===== src/rtl/video_ctrl_pkg.sv =====
// Shared definitions for the video frame scheduler.
//   DefDw / DefLw : default TDATA width and line-count width
//   SrcPattern / SrcBt656 : source-select encoding (s0 / s1)
//   sched_state_e : scheduler FSM states
package video_ctrl_pkg;

   localparam int unsigned DefDw = 16;
   localparam int unsigned DefLw = 12;

   localparam logic SrcPattern = 1'b0;
   localparam logic SrcBt656   = 1'b1;

   typedef enum logic [1:0] {
      StIdle,
      StWaitSof,
      StPass,
      StHold
   } sched_state_e;

endpackage


===== src/rtl/video_axis_reg.sv =====
// Single-stage AXI4-stream register slice for video beats.
// Ports:
//   i_clk, i_rst_n          : clock, synchronous active-low reset
//   i_valid/o_ready/i_data/i_user/i_last : upstream beat
//   o_valid/i_ready/o_data/o_user/o_last : registered downstream beat
// Payload is only rewritten on a load, so it stays stable while stalled.
module video_axis_reg
   import video_ctrl_pkg::*;
#(
   parameter int unsigned DW = DefDw
) (
   input  logic          i_clk,
   input  logic          i_rst_n,
   input  logic          i_valid,
   output logic          o_ready,
   input  logic [DW-1:0] i_data,
   input  logic          i_user,
   input  logic          i_last,
   output logic          o_valid,
   input  logic          i_ready,
   output logic [DW-1:0] o_data,
   output logic          o_user,
   output logic          o_last
);

   logic          r_valid;
   logic [DW-1:0] r_data;
   logic          r_user;
   logic          r_last;
   logic          w_load;

   assign o_ready = !r_valid || i_ready;
   assign w_load  = i_valid && o_ready;

   always_ff @(posedge i_clk) begin
      if (!i_rst_n) begin
         r_valid <= 1'b0;
         r_data  <= '0;
         r_user  <= 1'b0;
         r_last  <= 1'b0;
      end else if (w_load) begin
         r_valid <= 1'b1;
         r_data  <= i_data;
         r_user  <= i_user;
         r_last  <= i_last;
      end else if (i_ready) begin
         r_valid <= 1'b0;
      end
   end

   assign o_valid = r_valid;
   assign o_data  = r_data;
   assign o_user  = r_user;
   assign o_last  = r_last;

endmodule


===== src/rtl/video_frame_sched.sv =====
// Video frame scheduler: selects one of two AXI4-stream video sources, aligns to
// start-of-frame, forwards whole frames through a one-cycle register stage and
// keeps frame / short-frame statistics.
// Ports:
//   ACLK, ARESETn                     : clock, synchronous active-low reset
//   cfg_*                             : enable, single-shot mode, source select,
//                                       frames per shot, lines per frame
//   s0_* / s1_*                       : pattern / BT656 source slaves
//   m_*                               : video master (tuser = SOF, tlast = EOL)
//   sts_*                             : busy, frame count, error count, done pulse
module video_frame_sched
   import video_ctrl_pkg::*;
#(
   parameter int unsigned DW = DefDw,
   parameter int unsigned LW = DefLw
) (
   input  logic          ACLK,
   input  logic          ARESETn,
   input  logic          cfg_en_i,
   input  logic          cfg_single_i,
   input  logic          cfg_src_sel_i,
   input  logic [15:0]   cfg_frames_i,
   input  logic [LW-1:0] cfg_lines_i,
   input  logic [DW-1:0] s0_tdata_i,
   input  logic          s0_tvalid_i,
   input  logic          s0_tuser_i,
   input  logic          s0_tlast_i,
   output logic          s0_tready_o,
   input  logic [DW-1:0] s1_tdata_i,
   input  logic          s1_tvalid_i,
   input  logic          s1_tuser_i,
   input  logic          s1_tlast_i,
   output logic          s1_tready_o,
   output logic [DW-1:0] m_tdata_o,
   output logic          m_tvalid_o,
   output logic          m_tuser_o,
   output logic          m_tlast_o,
   input  logic          m_tready_i,
   output logic          sts_busy_o,
   output logic [15:0]   sts_frame_cnt_o,
   output logic [7:0]    sts_err_cnt_o,
   output logic          sts_done_o
);

   sched_state_e  r_state, w_state_nxt;
   logic          r_sel, w_sel_nxt;
   logic          r_single, w_single_nxt;
   logic [15:0]   r_frames, w_frames_nxt;
   logic [LW-1:0] r_lines, w_lines_nxt;
   logic [LW-1:0] r_line_cnt, w_line_cnt_nxt, w_line_base;
   logic [15:0]   r_frame_cnt, w_frame_cnt_nxt;
   logic [7:0]    r_err_cnt, w_err_cnt_nxt;
   logic          r_done, w_done_nxt;

   logic          w_src_valid, w_src_user, w_src_last;
   logic [DW-1:0] w_src_data;
   logic          w_out_rdy, w_sel_active, w_accept, w_fwd;

   assign w_src_valid = (r_sel == SrcBt656) ? s1_tvalid_i : s0_tvalid_i;
   assign w_src_user  = (r_sel == SrcBt656) ? s1_tuser_i  : s0_tuser_i;
   assign w_src_last  = (r_sel == SrcBt656) ? s1_tlast_i  : s0_tlast_i;
   assign w_src_data  = (r_sel == SrcBt656) ? s1_tdata_i  : s0_tdata_i;

   // Only the selected source in WAIT_SOF/PASS is back-pressured; everything
   // else free-runs into the bit bucket.
   assign w_sel_active = (r_state == StWaitSof) || (r_state == StPass);
   assign s0_tready_o  = (w_sel_active && (r_sel == SrcPattern)) ? w_out_rdy : 1'b1;
   assign s1_tready_o  = (w_sel_active && (r_sel == SrcBt656))   ? w_out_rdy : 1'b1;
   assign w_accept     = w_sel_active && w_src_valid && w_out_rdy;

   always_comb begin
      w_state_nxt     = r_state;
      w_sel_nxt       = r_sel;
      w_single_nxt    = r_single;
      w_frames_nxt    = r_frames;
      w_lines_nxt     = r_lines;
      w_line_cnt_nxt  = r_line_cnt;
      w_frame_cnt_nxt = r_frame_cnt;
      w_err_cnt_nxt   = r_err_cnt;
      w_done_nxt      = 1'b0;
      w_fwd           = 1'b0;
      w_line_base     = r_line_cnt;

      unique case (r_state)
         StIdle: begin
            if (cfg_en_i) begin
               w_state_nxt     = StWaitSof;
               w_sel_nxt       = cfg_src_sel_i;
               w_single_nxt    = cfg_single_i;
               w_frames_nxt    = (cfg_frames_i == 16'd0) ? 16'd1 : cfg_frames_i;
               w_lines_nxt     = (cfg_lines_i == '0) ? LW'(1) : cfg_lines_i;
               w_frame_cnt_nxt = '0;
               w_line_cnt_nxt  = '0;
            end
         end
         StWaitSof: begin
            // Non-SOF beats are accepted and silently dropped.
            if (w_accept && w_src_user) begin
               w_fwd       = 1'b1;
               w_line_base = '0;
            end
         end
         StPass: begin
            if (w_accept) begin
               w_fwd = 1'b1;
               // SOF inside a frame: restart the frame and log a short frame.
               if (w_src_user) begin
                  w_line_base = '0;
                  if (r_err_cnt != 8'hFF) w_err_cnt_nxt = r_err_cnt + 8'd1;
               end
            end
         end
         StHold: begin
            if (!cfg_en_i) w_state_nxt = StIdle;
         end
         default: w_state_nxt = StIdle;
      endcase

      // Line / frame bookkeeping happens on input acceptance.
      if (w_fwd) begin
         w_state_nxt    = StPass;
         w_line_cnt_nxt = w_line_base;
         if (w_src_last) begin
            if (w_line_base == r_lines - LW'(1)) begin
               w_frame_cnt_nxt = r_frame_cnt + 16'd1;
               w_line_cnt_nxt  = '0;
               if (!cfg_en_i) begin
                  w_state_nxt = StIdle;
               end else if (r_single && ((r_frame_cnt + 16'd1) == r_frames)) begin
                  w_state_nxt = StHold;
                  w_done_nxt  = 1'b1;
               end else begin
                  w_state_nxt = StWaitSof;
                  w_sel_nxt   = cfg_src_sel_i;
               end
            end else begin
               w_line_cnt_nxt = w_line_base + LW'(1);
            end
         end
      end
   end

   always_ff @(posedge ACLK) begin
      if (!ARESETn) begin
         r_state     <= StIdle;
         r_sel       <= SrcPattern;
         r_single    <= 1'b0;
         r_frames    <= 16'd1;
         r_lines     <= LW'(1);
         r_line_cnt  <= '0;
         r_frame_cnt <= '0;
         r_err_cnt   <= '0;
         r_done      <= 1'b0;
      end else begin
         r_state     <= w_state_nxt;
         r_sel       <= w_sel_nxt;
         r_single    <= w_single_nxt;
         r_frames    <= w_frames_nxt;
         r_lines     <= w_lines_nxt;
         r_line_cnt  <= w_line_cnt_nxt;
         r_frame_cnt <= w_frame_cnt_nxt;
         r_err_cnt   <= w_err_cnt_nxt;
         r_done      <= w_done_nxt;
      end
   end

   video_axis_reg #(
      .DW (DW)
   ) u_out_reg (
      .i_clk   (ACLK),
      .i_rst_n (ARESETn),
      .i_valid (w_fwd),
      .o_ready (w_out_rdy),
      .i_data  (w_src_data),
      .i_user  (w_src_user),
      .i_last  (w_src_last),
      .o_valid (m_tvalid_o),
      .i_ready (m_tready_i),
      .o_data  (m_tdata_o),
      .o_user  (m_tuser_o),
      .o_last  (m_tlast_o)
   );

   assign sts_busy_o      = (r_state != StIdle);
   assign sts_frame_cnt_o = r_frame_cnt;
   assign sts_err_cnt_o   = r_err_cnt;
   assign sts_done_o      = r_done;

endmodule


===== config.mk =====
export PLATFORM = sky130hd
export DESIGN_NAME = video_frame_sched
export DESIGN_NICKNAME = d
export VERILOG_FILES = /design/src/rtl/video_ctrl_pkg.sv /design/src/rtl/video_axis_reg.sv /design/src/rtl/video_frame_sched.sv
export SDC_FILE = /design/constraint.sdc
export NUM_CORES = 1
export LEC_CHECK = 0
export ABC_CLOCK_PERIOD_IN_PS = 9180
export CAP_MARGIN = 20
export CORE_MARGIN = 2
export CORE_UTILIZATION = 50
export CTS_CLUSTER_SIZE = 12
export DETAILED_ROUTE_END_ITERATION = 12
export PLACE_DENSITY = 0.83
export SYNTH_ARGS = -nofsm -noshare
export SYNTH_HDL_FRONTEND = slang
export SYNTH_SLANG_ARGS = --single-unit

===== constraint.sdc =====
create_clock -name ACLK -period 9.18 [get_ports ACLK]
set_clock_uncertainty 0.15 [all_clocks]
set_input_delay 2.754 -clock ACLK [delete_from_list [all_inputs] [get_ports ACLK]]
set_output_delay 2.754 -clock ACLK [all_outputs]
set_load 0.01 [all_outputs]

After elaboration in Yosys (flattened, before gate mapping)
Cells that the tools add are included.
{"block": "word_totals", "ff_bits": 88, "in_bits": 72, "out_inout_bits": 47, "elab_cells": 92}
{"block": "classes", "addsub": 4, "n_eq_ne": 8, "muxes": 43, "bitwise_logic": 1, "reduce_logical": 23}
{"operator": "two-way mux 16 bit", "count": 7}
{"operator": "two-way mux 12 bit", "count": 9}
{"operator": "one-hot mux 12 bit (2 select lines)", "count": 1}
{"operator": "two-way mux 1 bit", "count": 17}
{"operator": "adder 16 x 1 -> 16 bit, second input constant", "count": 1}
{"operator": "== test 16 bit", "count": 1}
{"operator": "logical NOT 16 bit", "count": 1}
{"operator": "two-way mux 2 bit", "count": 7}
{"operator": "adder 12 x 1 -> 12 bit, second input constant", "count": 1}
{"operator": "== test 12 bit", "count": 1}
{"operator": "logical NOT 12 bit", "count": 1}
{"operator": "subtractor 12 x 1 -> 12 bit, second input constant", "count": 1}
{"operator": "adder 8 x 1 -> 8 bit, second input constant", "count": 1}
{"operator": "!= test 8 bit, second input constant", "count": 1}
{"operator": "nonzero test 2 bit", "count": 4}
{"operator": "logical AND 1 bit", "count": 7}
{"operator": "!= test 3 x 2 -> 1 bit, second input constant", "count": 2}
{"operator": "AND reduction 5 bit", "count": 1}
{"operator": "== test 2 bit, second input constant", "count": 2}
{"operator": "one-hot mux 2 bit (2 select lines)", "count": 1}
{"operator": "AND reduction 2 bit", "count": 2}
{"operator": "AND reduction 4 bit", "count": 1}
{"operator": "AND reduction 3 bit", "count": 1}
{"operator": "nonzero test 3 bit", "count": 1}
{"operator": "other kinds (6)", "count": 7}

Depth between registers and ports, before layout
{"block": "depth", "depth_word": 11, "depth_mapped": 12, "depth_no_buf": 10}

Modules after synthesis
From an unflattened synthesis, not the netlist that was laid out.
{"block": "hier_totals", "hier_cells": 655, "area_unflattened_um2": 5255.0}
{"mod": "video_frame_sched", "instances": 1, "cells_per_inst": 572, "area_per_inst_um2": 4468.0, "seq_area_each_um2": 1381.3}
{"mod": "video_axis_reg", "instances": 1, "cells_per_inst": 83, "area_per_inst_um2": 787.0, "seq_area_each_um2": 380.4}

Worst setup path after synthesis
Ideal clock, no wire load.
{"block": "synth_path", "path_kind": "input-to-output", "from": "input m_tready_i", "to": "output s0_tready_o", "arrival_time_ps": 3234, "required_time_ps": 6276, "setup_slack_ps": 3042, "cell_stages": 2, "path_buffers": 0, "cell_sequence": "nand2b_1 or3_1"}
{"block": "synth_via", "elab_chain_len": 2}
{"element": "from (decl)", "line_no": "video_frame_sched.sv:38", "source": "input logic m_tready_i,"}
{"element": "logical OR 1 bit", "line_no": "video_axis_reg.sv:32", "source": "assign o_ready = !r_valid || i_ready;"}
{"element": "two-way mux 1 bit", "line_no": "video_frame_sched.sv:67", "source": "assign s0_tready_o = (w_sel_active && (r_sel == SrcPattern)) ? w_out_rdy : 1'b1;"}
{"element": "to (decl)", "line_no": "video_frame_sched.sv:28", "source": "output logic s0_tready_o,"}
Every way passes these cells.

Final worst setup path
Same ends and word-level chain as after synthesis.

==> impl_metrics.csv <==
group,metric,value,unit
grt,overflow,0,
clock_network,cts.path.max_buffers,2,
sta,tightest_slew,1.075,ns
job,maxCapViolations,0,
layout,multi_input_area,3233,um^2
sta,setup_viol,0,
routing,viasPerCell,6.031,
grt,grt_pass1_vias,5340,
worst_setup_path,worstPathMaxFanout,2,
sta,fin_tns_setup,0,ns
synthesis,syn_area,5244,um^2
layout,antennaDiodeCount,0,
worst_setup_path,crit_required,6.28,ns
worst_setup_path,cp.arrival,4.12,ns
place,dp_hpwl,11.23,mm
worst_setup_path,reg2reg_depth,10,
sta,period_share,76.46,%
sta,period_needed,7.019,ns
worst_setup_path,worst-setup-path-type,"in -> out",
routing,drc,0,
grt,antenna_found_initial,0,
routing,drtAntennaViolNets,0,
synthesis,synth_area_per_cell,7.700,um^2
synthesis,synthDistinctLibCells,65,
synthesis,syn_nets,760,
grt,grt_max_degree,62,
clock_network,htreeDepth,3,
layout,fin_cells,914,
place,dpl_cell_area,6481,um^2
die,start_util,51.25,%
die,fp-row-count,37,
synthesis,synth_area_leaders,"dfxtp_1, nand2_1, nor2_1",
clock_network,cts_tree,"built",
synthesis,synthMostInstantiatedCell,"nand2_1",
clock_network,post_cts.repair.setup_buffers,0,
worst_hold_path,hold_path_class,"reg -> reg",
worst_setup_path,reg2reg_setup_slack,4.97,ns
worst_setup_path,r2r-end,"sts_frame_cnt_o[2]",
clock_network,clk_pin_slew,0.09,ns
sta,finalMaxSlewViolations,0,
sta,rsz0062_at_grt,"no",
layout,final_area,6741,um^2
clock_network,clk_latency,0.38,ns
grt,grt_first_pass_wirelength,25.70,mm
place,port_buffers,118,
routing,routed_wl,15.54,mm
power,vdd_drop_max,0.00009259,V
synthesis,synth.largest_area_cell,"dfxtp_1",
worst_setup_path,crit_start,"m_tready_i",
grt,track_usage,27.98,%
clock_network,cts.sinks,88,
worst_setup_path,crit_path_end_kind,"output port",
routing,firstDrtPassIters,5,
worst_setup_path,r2r-start,"r_lines[0]",
worst_setup_path,startpoint_type,"input pin",
sta,slew_headroom,27.68,%
routing,wl_per_cell,17.00,um
clock_network,numCtsBuffers,9,
worst_setup_path,worstSetupEndpoint,"s0_tready_o",
clock_network,ctsHoldBuffers,0,
layout,fillers,872,
clock_network,cts_resized,0,
power,total_power,975.8,uW
routing,via_count,5512,
synthesis,yosys_warnings,0,
synthesis,synth-edff-count,0,
synthesis,synthCells,681,
place,gp_congestion,0.9119,
die,die_w,106.4,um
power,powerDensity,144.7,nW/um^2
layout,syn_to_final_growth,28.56,%
synthesis,async_flop_share,0,%
clock_network,root_buffer,"clkbuf_8",
synthesis,synth-main-ff-cell,"dfxtp_1",
outcome,status,"finished clean",
layout,regArea,1762,um^2
die,ios,119,
sta,finalHoldViolCount,0,
layout,nets,852,
die,core,10230,um^2
power,p_leak,0.002321,uW
die,die_h,106.4,um
synthesis,yosys_register_bits,88,
die,die-area,11320,um^2
synthesis,synth_top_cell_area_share,33.60,%
synthesis,synth_common_cells,"nand2_1, dfxtp_1, nor2_1",
layout,drive_above_1_share,5.656,%
place,dp.cells,898,
sta,fmax,142.5,MHz
synthesis,synth-seq-area-share,33.60,%
routing,drtIter0Drc,417,
## final cells by class
cell class | instances | share of cell area [%]
Multi-Input combinational cell | 526 | 47.96
Clock buffer | 11 | 1.949
Tap cell | 136 | 2.524
Clock inverter | 5 | 1.912
Sequential cell | 88 | 26.13
Inverter | 24 | 1.336
Timing Repair Buffer | 124 | 18.19
## power by group
part	total, uW	switching [uW]	internal (uW)
Sequential	414	17.0	397
Clock	353	143	209
Combinational	209	115	93.5
Total	976	276	700
## worst max-delay path, cell delays in order
cell and delay [ns]:
clkdlybuf4s50_1 0.42, nand2b_1 0.15, or3_1 0.31, clkdlybuf4s50_1 0.48
## how the worst min path moves through the flow
stage / from / to / depth (start not counted)
after floorplan: r_single / r_single / 2
after global placement: r_frames[13] / r_frames[13] / 2
after detailed placement: r_frames[11] / r_frames[11] / 2
after CTS: r_frames[11] / r_frames[11] / 2
after global routing: r_line_cnt[3] / r_line_cnt[3] / 1
final: r_frames[11] / r_frames[11] / 2
## metal layers
metal  up-vias  routed length (um)  global-route usage [%]  part of all wire [%]
met5         -                   0                       0                     0
met4         0                 411                   10.39                   2.6
li1       2664                   -                       -                     -
met3        40                 929                   4.660                   6.0
met1      2603                6439                   34.68                    41
met2       205                7756                   48.67                    50
## sequential cells by signal, indices dropped and copies added (netlist names)
signal and cells:
r_frames 16, r_line_cnt 12, r_single 1, r_lines 12
u_out_reg.o_data 16, sts_done_o 1, u_out_reg.o_valid 1, r_sel 1
sts_err_cnt_o 8, sts_frame_cnt_o 16, u_out_reg.o_last 1, u_out_reg.o_user 1
r_state 2
## stage by stage
step	util (%)	hold WS, ns	setup slack, ns
2_1_floorplan	-	0.2867	3.042
3_3_place_gp	63.35	0.3064	2.162
3_5_place_dp	63.35	0.3160	2.156
4_1_cts	65.89	0.3289	2.155
5_1_grt	65.89	0.3554	2.121
6_report	65.89	0.3284	2.161
## cell families after synthesis
logic type      count (synthesis)  synth area share [%]
compound gates                157                 19.85
xor+xnor                       36                 6.013
fa+ha+maj                       7                 1.670
buf+inv                        67                 4.987
flops                          88                 33.60
mux                            23                 4.414
simple gates                  303                 29.47
## layout by cell type, fill, tap and decap left out, types with 5 or more instances in the layout
master	count
clkdlybuf4s50_1	118
nand2_1	97
dfxtp_1	88
nor2_1	57
a21oi_1	39
nand3_1	36
o21ai_0	29
inv_1	23
mux2i_1	22
a211oi_1	22
xor2_1	18
xnor2_1	18
nor3_1	18
a31oi_1	15
nand4_1	13
nor4_1	12
or3_1	10
and2_1	9
clkbuf_8	9
and4_1	7
ha_1	7
and3_1	6
or4_1	6
buf_4	6
o22ai_1	5
a41oi_1	5
o211ai_1	5
Note: power is estimated with default switching activity, not from simulation.
